**config.mk**
```make
export PLATFORM = sky130hd
export DESIGN_NAME = spi_master_gen
export DESIGN_NICKNAME = d
export VERILOG_FILES = /design/src/rtl/spi_pkg.sv /design/src/rtl/spi_half_period_tick.sv /design/src/rtl/spi_master_gen.sv
export SDC_FILE = /design/constraint.sdc
export NUM_CORES = 1
export LEC_CHECK = 0
export ABC_AREA = 1
export BUFFER_PORTS_ARGS = -buffer_cell sky130_fd_sc_hd__buf_2
export CAP_MARGIN = 15
export CORE_MARGIN = 2
export CORE_UTILIZATION = 45
export CTS_CLUSTER_DIAMETER = 100
export CTS_CLUSTER_SIZE = 12
export DETAILED_ROUTE_END_ITERATION = 16
export PLACE_DENSITY_LB_ADDON = 0.25
export SETUP_SLACK_MARGIN = 0.02
export SYNTH_ARGS = -nofsm -noshare
export SYNTH_HDL_FRONTEND = slang
export SYNTH_SLANG_ARGS = --single-unit
```
**constraint.sdc**
```tcl
create_clock -name clk -period 4.5 [get_ports clk]
set_input_delay 0.45 -clock clk [delete_from_list [all_inputs] [get_ports clk]]
set_output_delay 0.45 -clock clk [all_outputs]
set_load 0.1 [all_outputs]
```
**src/rtl/spi_pkg.sv**
```systemverilog
// Shared state encoding, SPI mode constants and sizing helper for the SPI master.
package spi_pkg;

    typedef enum logic [1:0] {
        IDLE  = 2'd0,
        LEAD  = 2'd1,
        XFER  = 2'd2,
        TRAIL = 2'd3
    } spi_state_e;

    // {cpol, cpha}
    localparam logic [1:0] MODE0 = 2'b00;
    localparam logic [1:0] MODE1 = 2'b01;
    localparam logic [1:0] MODE2 = 2'b10;
    localparam logic [1:0] MODE3 = 2'b11;

    function automatic int cs_sel_width(input int num_cs);
        return (num_cs <= 1) ? 1 : $clog2(num_cs);
    endfunction

endpackage

```
**src/rtl/spi_half_period_tick.sv**
```systemverilog
// Free-running half-period divider: one-cycle tick every HALF_PERIOD clocks while enabled.
module spi_half_period_tick #(
    parameter int HALF_PERIOD = 125
) (
    input  logic clk_i,
    input  logic rst_i,
    input  logic en_i,
    input  logic clr_i,
    output logic tick_o
);

    localparam logic [15:0] LAST = 16'(HALF_PERIOD - 1);

    logic [15:0] cnt_q, cnt_d;

    always_comb begin
        cnt_d = cnt_q;
        if (clr_i) begin
            cnt_d = '0;
        end else if (en_i) begin
            cnt_d = (cnt_q == LAST) ? '0 : cnt_q + 16'd1;
        end
    end

    always_ff @(posedge clk_i or posedge rst_i) begin
        if (rst_i) begin
            cnt_q <= '0;
        end else begin
            cnt_q <= cnt_d;
        end
    end

    assign tick_o = en_i && !clr_i && (cnt_q == LAST);

endmodule

```
**src/rtl/spi_master_gen.sv**
```systemverilog
// Full-duplex SPI master: run-time CPOL/CPHA, selectable bit order, NUM_CS chip selects,
// valid/ready transmit handshake and a one-cycle rx_valid pulse per received word.
module spi_master_gen
    import spi_pkg::*;
#(
    parameter  int DATA_WIDTH          = 8,
    parameter  int CLOCK_DIVIDER_COUNT = 125,
    parameter  int NUM_CS              = 1,
    localparam int CS_SEL_W            = cs_sel_width(NUM_CS)
) (
    input  logic                  clk,
    input  logic                  reset,
    input  logic [DATA_WIDTH-1:0] tx_data,
    input  logic                  tx_valid,
    output logic                  tx_ready,
    input  logic [CS_SEL_W-1:0]   cs_sel,
    input  logic                  cpol,
    input  logic                  cpha,
    input  logic                  lsb_first,
    output logic [DATA_WIDTH-1:0] rx_data,
    output logic                  rx_valid,
    output logic                  busy,
    output logic [NUM_CS-1:0]     cs_n,
    output logic                  sck,
    output logic                  mosi,
    input  logic                  miso
);

    localparam int               EDGE_W    = $clog2(2 * DATA_WIDTH);
    localparam logic [EDGE_W-1:0] LAST_EDGE = EDGE_W'(2 * DATA_WIDTH - 1);

    function automatic logic [DATA_WIDTH-1:0] bit_rev(input logic [DATA_WIDTH-1:0] v);
        logic [DATA_WIDTH-1:0] r;
        for (int i = 0; i < DATA_WIDTH; i++) r[i] = v[DATA_WIDTH-1-i];
        return r;
    endfunction

    spi_state_e            state_q, state_d;
    logic                  tx_ready_q, tx_ready_d;
    logic                  busy_q, busy_d;
    logic [NUM_CS-1:0]     cs_n_q, cs_n_d;
    logic                  sck_q, sck_d;
    logic                  mosi_q, mosi_d;
    logic [DATA_WIDTH-1:0] tx_sr_q, tx_sr_d;
    logic [DATA_WIDTH-1:0] rx_sr_q, rx_sr_d;
    logic [DATA_WIDTH-1:0] rx_data_q, rx_data_d;
    logic                  rx_valid_q, rx_valid_d;
    logic [EDGE_W-1:0]     edge_q, edge_d;
    logic                  cpol_q, cpol_d;
    logic                  cpha_q, cpha_d;
    logic                  lsb_q, lsb_d;

    logic                  accept;
    logic                  tick;
    logic                  lead_edge;
    logic                  last_edge;
    logic [DATA_WIDTH-1:0] tx_word;

    assign accept    = tx_valid && tx_ready_q;
    assign lead_edge = ~edge_q[0];
    assign last_edge = (edge_q == LAST_EDGE);
    // Words are normalised to MSB-first so the shifters only ever move one way.
    assign tx_word   = lsb_first ? bit_rev(tx_data) : tx_data;

    spi_half_period_tick #(
        .HALF_PERIOD(CLOCK_DIVIDER_COUNT)
    ) u_tick (
        .clk_i (clk),
        .rst_i (reset),
        .en_i  (busy_q),
        .clr_i (accept),
        .tick_o(tick)
    );

    always_comb begin
        state_d    = state_q;
        tx_ready_d = tx_ready_q;
        busy_d     = busy_q;
        cs_n_d     = cs_n_q;
        sck_d      = sck_q;
        mosi_d     = mosi_q;
        tx_sr_d    = tx_sr_q;
        rx_sr_d    = rx_sr_q;
        rx_data_d  = rx_data_q;
        rx_valid_d = 1'b0;
        edge_d     = edge_q;
        cpol_d     = cpol_q;
        cpha_d     = cpha_q;
        lsb_d      = lsb_q;

        case (state_q)
            IDLE: begin
                tx_ready_d = 1'b1;
                if (accept) begin
                    state_d    = LEAD;
                    tx_ready_d = 1'b0;
                    busy_d     = 1'b1;
                    cpol_d     = cpol;
                    cpha_d     = cpha;
                    lsb_d      = lsb_first;
                    sck_d      = cpol;
                    edge_d     = '0;
                    cs_n_d     = '1;
                    for (int i = 0; i < NUM_CS; i++) begin
                        if (cs_sel == CS_SEL_W'(i)) cs_n_d[i] = 1'b0;
                    end
                    if (cpha) begin
                        mosi_d  = 1'b0;
                        tx_sr_d = tx_word;
                    end else begin
                        mosi_d  = tx_word[DATA_WIDTH-1];
                        tx_sr_d = tx_word << 1;
                    end
                end
            end
            LEAD: begin
                if (tick) state_d = XFER;
            end
            XFER: begin
                if (tick) begin
                    sck_d  = ~sck_q;
                    edge_d = edge_q + EDGE_W'(1);
                    // cpha=0 samples on leading edges, cpha=1 on trailing edges.
                    if (lead_edge != cpha_q) rx_sr_d = {rx_sr_q[DATA_WIDTH-2:0], miso};
                    if (cpha_q ? lead_edge : (!lead_edge && !last_edge)) begin
                        mosi_d  = tx_sr_q[DATA_WIDTH-1];
                        tx_sr_d = tx_sr_q << 1;
                    end
                    if (last_edge) state_d = TRAIL;
                end
            end
            TRAIL: begin
                if (tick) begin
                    state_d    = IDLE;
                    cs_n_d     = '1;
                    sck_d      = cpol_q;
                    mosi_d     = 1'b0;
                    busy_d     = 1'b0;
                    tx_ready_d = 1'b1;
                    rx_valid_d = 1'b1;
                    rx_data_d  = lsb_q ? bit_rev(rx_sr_q) : rx_sr_q;
                end
            end
            default: state_d = IDLE;
        endcase
    end

    always_ff @(posedge clk or posedge reset) begin
        if (reset) begin
            state_q    <= IDLE;
            tx_ready_q <= 1'b0;
            busy_q     <= 1'b0;
            cs_n_q     <= '1;
            sck_q      <= 1'b0;
            mosi_q     <= 1'b0;
            tx_sr_q    <= '0;
            rx_sr_q    <= '0;
            rx_data_q  <= '0;
            rx_valid_q <= 1'b0;
            edge_q     <= '0;
            cpol_q     <= 1'b0;
            cpha_q     <= 1'b0;
            lsb_q      <= 1'b0;
        end else begin
            state_q    <= state_d;
            tx_ready_q <= tx_ready_d;
            busy_q     <= busy_d;
            cs_n_q     <= cs_n_d;
            sck_q      <= sck_d;
            mosi_q     <= mosi_d;
            tx_sr_q    <= tx_sr_d;
            rx_sr_q    <= rx_sr_d;
            rx_data_q  <= rx_data_d;
            rx_valid_q <= rx_valid_d;
            edge_q     <= edge_d;
            cpol_q     <= cpol_d;
            cpha_q     <= cpha_d;
            lsb_q      <= lsb_d;
        end
    end

    assign tx_ready = tx_ready_q;
    assign busy     = busy_q;
    assign cs_n     = cs_n_q;
    assign sck      = sck_q;
    assign mosi     = mosi_q;
    assign rx_data  = rx_data_q;
    assign rx_valid = rx_valid_q;

endmodule

```
==> impl_results.md, run 1 <==
* Status: completed
* Clk_skew at 10.1 ps
* Area leader, netlist: dfrtp_1
* Most common cell in the netlist: nand2_1
* GR Overflow Total at 0
* DPL Wire Length at between 4000 and 5000 um
* Final WL at 5940 um
* Design Power at ~1.7 mW
* Worst setup SP type: flop
* Pwr dens at about 500 nW/um^2
* Final worst path period need at roughly 2100 ps
* Area grow syn2layout at 9.53%
* TritonCTS Sinks at 55
* Port-buffer cells at 29
* Top post-synthesis cells by area: dfrtp_1 (44%), nand2_1 (14%), o21ai_0 (5.7%)
* Max Freq at approximately 470 MHz
* CTS clock-pin slew for the worst setup and hold paths at roughly 100 ps
* YS warnings at 0
* CP endpoint kind: flop
* Drt via density at 5.01
* Critical path type: reg2reg
* Avg Inst Size Synth at between 7 and 8 um^2
* Largest net degree at the start of global routing at 56
* Crit share post-route at 0.476
* Final setup TNS at 0 ps
* Worst skew pair latency at around 310 ps
* Crit path max fanout at 18
* Slew Limit Headroom at 0.547
* Core Area at ~6700 um^2
* Deepest clock path buffer count at 2
* Total setup buffers inserted after CTS at 0
* GPL Wtd Cong at 0.895
* First-pass GRT wire length at approximately 10000 um
* Resized Gates After CTS at 0
* Ys flop type: dfrtp_1
* Pleak at about 1.7 nW
* Initial DRC count at roughly 150
* Vias in the first global route at approximately 2300
* Synthesized flop and latch total at 55
* Mean routed wirelength per cell at about 12 um
* Yosys top cell area share at 0.438
* CTS Buf Count at 5
* DRC viols at 0
* Initial core utilization at 0.459
* Post-detailed-route count of antenna-violating nets at 0
* Slew Viols, Final at 0
* Peak VDD IR at between 300 and 400 uV
* Vias at between 2000 and 3000
* Arrival time worst endpoint at approximately 2400 ps
* Die ar. at between 7000 and 8000 um^2
* Global-route usage over all layers at 0.167
* Die X at 86.8 um
* Synth unique cells at 36
* Post-synthesis net count at between 400 and 500
* CTS root buf: clkbuf_8
* Ys async rst share at 1.00
* Final setup fails at 0
* Post-synth top cells: nand2_1 (114), dfrtp_1 (54), inv_1 (46)
* Worst Max-Slew Pin Slew at between 600 and 700 ps
* First drt pass iteration count at 4
* Post-synth EDFFs at 0
* Multi-input gate area at ~1500 um^2
* RSZ-0062 raised after global routing: false
* Critical Path RT at between 4000 and 5000 ps
* Register area at 1380 um^2
* Min-delay worst type: in2async
* Mapped Area at between 3000 and 4000 um^2
* H-tree depth at 2
* Cells after synthesis at between 300 and 400
* Share of cells above drive strength 1 at 0.164
* TritonCTS clock tree: done
* Sequential area share after synthesis at 0.446
* Final hold viol count at 0
* Max-cap viol count at 0
* Initial antenna violation count at 0
* Row Count at 30
* Hold Buf Count CTS at 0
* Fillers at 638
* # IOs at 30
* Die Y at around 87 um
* Ant diodes at 0
* NumNets Final at 442
-- stage by stage --
step	std cells	setup slack [ps]	util	hold slack (ps)	instance area [um^2]
detailed placement	492	2380	0.490	454	3290
CTS	500	2350	0.503	337	3380
global route	500	2130	0.503	361	3380
floorplan	389	2490	-	449	3090
global placement	492	2480	0.490	452	3290
finish	500	2360	0.503	301	3380
-- cell type report --
type	instances	share of cell area
sequential	55	0.407
multi-input combinational	281	0.440
tap	80	0.0296
timing repair buffer	30	0.0452
clock inverter	3	0.00666
inverter	46	0.0511
clock buffer	5	0.0204
-- sequential cells by signal, indices dropped and copies added (netlist names) --
signal	flops
tx_ready	1
edge_q	4
cpha_q	1
rx_valid	1
tx_sr_q	8
lsb_q	1
cpol_q	1
u_tick.cnt_q	16
state_q	2
cs_n	1
rx_sr_q	8
mosi	1
sck	1
rx_data	8
busy	1
-- placed cells by master, fill, tap and decap left out, types with 5 or more instances in the layout --
cell,n
nand3_1,21
inv_1,45
nor2_1,33
xor2_1,5
ha_1,7
clkbuf_8,5
a21oi_1,8
mux2i_1,9
dfrtp_1,54
nand2_1,114
o21ai_2,12
o21ai_0,35
buf_2,29
-- worst max-delay path: stages (launching register included) --
cell	delay [ps]
dfrtp_1	420
inv_1	90
ha_1	560
nand2_1	150
nor2_1	520
nand2_4	150
nand2_1	90
nand2_1	50
-- metal layers --
metal / vias up / GRT usage / wire length, um
met5: - / 0 / 0
met4: 0 / 0.0455 / 74
met3: 9 / 0.0314 / 168
met2: 31 / 0.266 / 2710
met1: 1145 / 0.233 / 2980
li1: 1320 / - / -
-- worst paths after layout --
kind | start | to | slack [ps] | depth (start not counted)
max | state_q[0] | rx_sr_q[6] | 2360 | 7
min | reset | rx_sr_q[0] | 300 | 3
max reg2reg | state_q[0] | rx_sr_q[6] | 2360 | 7
min reg2reg | cs_n | cs_n | 470 | 2
max in group asynchronous | reset | state_q[0] | 3740 | 3
min in group clk | miso | rx_sr_q[0] | 370 | 3
-- kinds of logic after synthesis --
| group | after synthesis | share of synthesized area |
|---|---|---|
| xor gates and xnor gates | 6 | 0.0170 |
| AOI/OAI and AO/OA | 67 | 0.132 |
| and+or+nand+nor | 191 | 0.271 |
| buffers and inverters | 53 | 0.0722 |
| adders and majority gates | 7 | 0.0284 |
| muxes | 10 | 0.0328 |
| DFF | 55 | 0.446 |
-- power breakdown --
part,internal [mW],total (mW),switching [mW]
registers,0.587,0.667,0.0801
clock network,0.112,0.280,0.168
logic,0.202,0.718,0.516
No activity file was read; power rests on OpenSTA's default activity.
==> inputs of run 2 (changes only) <==
==> constraint.sdc (replaced) <==
create_clock -name clk -period 1.75 [get_ports clk]
set_input_delay 0.175 -clock clk [delete_from_list [all_inputs] [get_ports clk]]
set_output_delay 0.175 -clock clk [all_outputs]
set_load 0.1 [all_outputs]
==> run 2 against run 1 <==
Hold slack worse by 210 ps. Critical path depth grew 4. Cell area grew 5.2%. Critical path type unchanged. Die area unchanged. Clock power grew to 2.6 times the previous value. Highest routed layer unchanged. Sequential share of layout area fell by 1.9 points. Global-route usage up 0.82 points. Maximum frequency grew 33%. First-iteration DRC count rose by 2.7%.
==> impl_results.md, run 2 (synthesized netlist as in run 1, its figures left out) <==
* Status: completed (unchanged)
* Critical Path RT at 2000 ps (was 4710 ps)
* Final WL at 6260 um (was 5940 um)
* First drt pass iteration count at 4 (unchanged)
* CTS root buf: clkbuf_8 (unchanged)
* # IOs at 30 (unchanged)
* TritonCTS clock tree: done (unchanged)
* Worst Max-Slew Pin Slew at 508 ps (was 679 ps)
* First-pass GRT wire length at 10700 um (was 10100 um)
* Drt via density at 5.07 (was 5.01)
* NumNets Final at 456 (was 442)
* GPL Wtd Cong at 0.880 (was 0.895)
* Final setup TNS at 0 ps (unchanged)
* Slew Viols, Final at 0 (unchanged)
* DRC viols at 0 (unchanged)
* Worst setup SP type: flop (unchanged)
* Worst skew pair latency at 310 ps (about the same)
* Initial core utilization at 0.459 (unchanged)
* Design Power at 4.57 mW (was 1.67 mW)
* Ant diodes at 0 (unchanged)
* Die X at 86.8 um (unchanged)
* Die ar. at 7540 um^2 (unchanged)
* GR Overflow Total at 0 (unchanged)
* CP endpoint kind: flop (unchanged)
* Deepest clock path buffer count at 2 (unchanged)
* Int Power at 2.48 mW (was 0.901 mW)
* Peak VDD IR at 1220 uV (was 331 uV)
* Seq pwr share at 0.374 (was 0.401)
* Design area at 3560 um^2 (was 3380 um^2)
* Final hold viol count at 0 (unchanged)
* Port-buffer cells at 29 (unchanged)
* Core Area at 6720 um^2 (unchanged)
* CP max stage delay at 430 ps (was 560 ps)
* Vias in the first global route at 2450 (was 2268)
* Clk_skew at 10.1 ps (about the same)
* Area grow syn2layout at 15.2% (was 9.53%)
* Placed insts at 503 (was 492)
* CTS Buf Count at 5 (unchanged)
* Max reg flops at 16 (unchanged)
* Final worst path period need at 1610 ps (was 2140 ps)
* Worst Reg-to-Reg Cells at 11 (was 7)
* Min-delay worst type: in2reg (was in2async)
* Initial antenna violation count at 0 (unchanged)
* Final setup fails at 0 (unchanged)
* Global-route usage over all layers at 0.175 (was 0.167)
* Max Freq at 620 MHz (was 467 MHz)
* Largest Register: u_tick.cnt_q (unchanged)
* Pwr dens at 1290 nW/um^2 (was 493 nW/um^2)
* TritonCTS Sinks at 55 (unchanged)
* Hold Path Stages at 3
* Vias at 2607 (was 2505)
* Switching pwr at 2.10 mW (was 0.764 mW)
* Max-cap viol count at 0 (unchanged)
* DPL Wire Length at 4660 um (was 4400 um)
* Pleak at 1.77 nW (was 1.70 nW)
* Slew Limit Headroom at 0.661 (was 0.547)
* Crit path cell chain: inv_2, ha_1, nand2_1, inv_1, nand2_2, nor2_2, nand2_2, nor2_4, buf_4, nand3_1, nand2_1 (was inv_1, ha_1, nand2_1, nor2_1, nand2_4, nand2_1, nand2_1)
* Area post-placement at 3390 um^2 (was 3290 um^2)
* Most frequent cells in the layout: nand2_1 (111), dfrtp_1 (52), inv_1 (42), o21ai_0 (34), nor2_1 (31) (was nand2_1 (114), dfrtp_1 (54), inv_1 (45), o21ai_0 (35), nor2_1 (33))
* Arrival time worst endpoint at 1870 ps (was 2360 ps)
* Mean routed wirelength per cell at 12.2 um (was 11.9 um)
* CTS clock-pin slew for the worst setup and hold paths at 110 ps (was 100 ps)
* Die Y at 86.8 um (unchanged)
* Post-detailed-route count of antenna-violating nets at 0 (unchanged)
* Largest net degree at the start of global routing at 25 (was 56)
* Final cell count without fillers at 514 (was 500)
* Switching Fraction at 0.458 (was 0.459)
* Crit share post-route at 0.921 (was 0.476)
* Initial DRC count at 152 (was 148)
* Clock power share at 0.162 (was 0.168)
* Combinational share of power at 0.464 (was 0.431)
* Hold_ws at 87.2 ps (was 301 ps)
* Critical path type: reg2reg (unchanged)
* Crit path max fanout at 7 (was 18)
* Row Count at 30 (unchanged)
* Commonest non-fill, non-tap cell in the layout: nand2_1 (unchanged)
* Share of cells above drive strength 1 at 0.219 (was 0.164)
* CP max stage cell: dfrtp_1 (was ha_1)
* H-tree depth at 2 (unchanged)
run 2: layout make-up:
| cell class | count | area (um^2) |
|---|---|---|
| timing repair buffer | 43 | 265 |
| clock inverter | 3 | 25.0 |
| tap | 80 | 100 |
| clock buffer | 5 | 68.8 |
| multi-input combinational | 282 | 1540 |
| inverter | 46 | 173 |
| sequential | 55 | 1380 |
| fill | 633 | 3160 |
run 2: per-layer routing:
| layer | vias up | GRT usage | wire [um] |
|---|---|---|---|
| met4 | 0 | 0.0483 | 69 |
| li1 | 1349 | - | - |
| met3 | 8 | 0.0257 | 236 |
| met5 | - | 0 | 0 |
| met2 | 41 | 0.296 | 2990 |
| met1 | 1209 | 0.235 | 2970 |
run 2: path summary, 6_finish.rpt:
path,slack [ps],from,endpoint
worst max-delay path,140,u_tick.cnt_q[1],rx_sr_q[1]
worst min-delay path,90,miso,rx_sr_q[0]
worst max register to register,140,u_tick.cnt_q[1],rx_sr_q[1]
worst min register to register,470,cs_n,cs_n
max in group asynchronous,770,reset,u_tick.cnt_q[5]
min in group asynchronous,430,reset,edge_q[2]
run 2: worst max-delay path, delay by kind of cell (launching register included):
family / cells / cell delay, ps
adders and majority gates: 1 / 130
buffers and inverters: 3 / 310
DFF: 1 / 430
and+or+nand+nor: 7 / 710
run 2: stage by stage:
step / utilization / setup slack [ps]
final: 0.529 / 138
after global routing: 0.529 / -10.3
after CTS: 0.520 / 53.9
after detailed placement: 0.504 / 2.77
after global placement: 0.504 / 39.1
after floorplan: - / 44.9
run 2: power groups by stage:
stage	clock (mW)	sequential (mW)	combinational, mW
after floorplan	0	2.01	1.27
after global placement	0	1.73	1.94
after detailed placement	0	1.73	1.99
after CTS	0.764	1.71	1.99
after global routing	0.798	1.75	2.36
final	0.740	1.71	2.12
run 2: timing repair:
| action | in CTS | in global routing |
|---|---|---|
| setup endpoints to repair | 2 | 32 |
| gates cloned | 0 | 1 |
| pin swaps | 0 | 5 |
| resized for setup | 1 | 15 |
| buffers inserted | 0 | 1 |
| hold endpoints to repair | 19 | 0 |
| hold buffers | 1 | 0 |
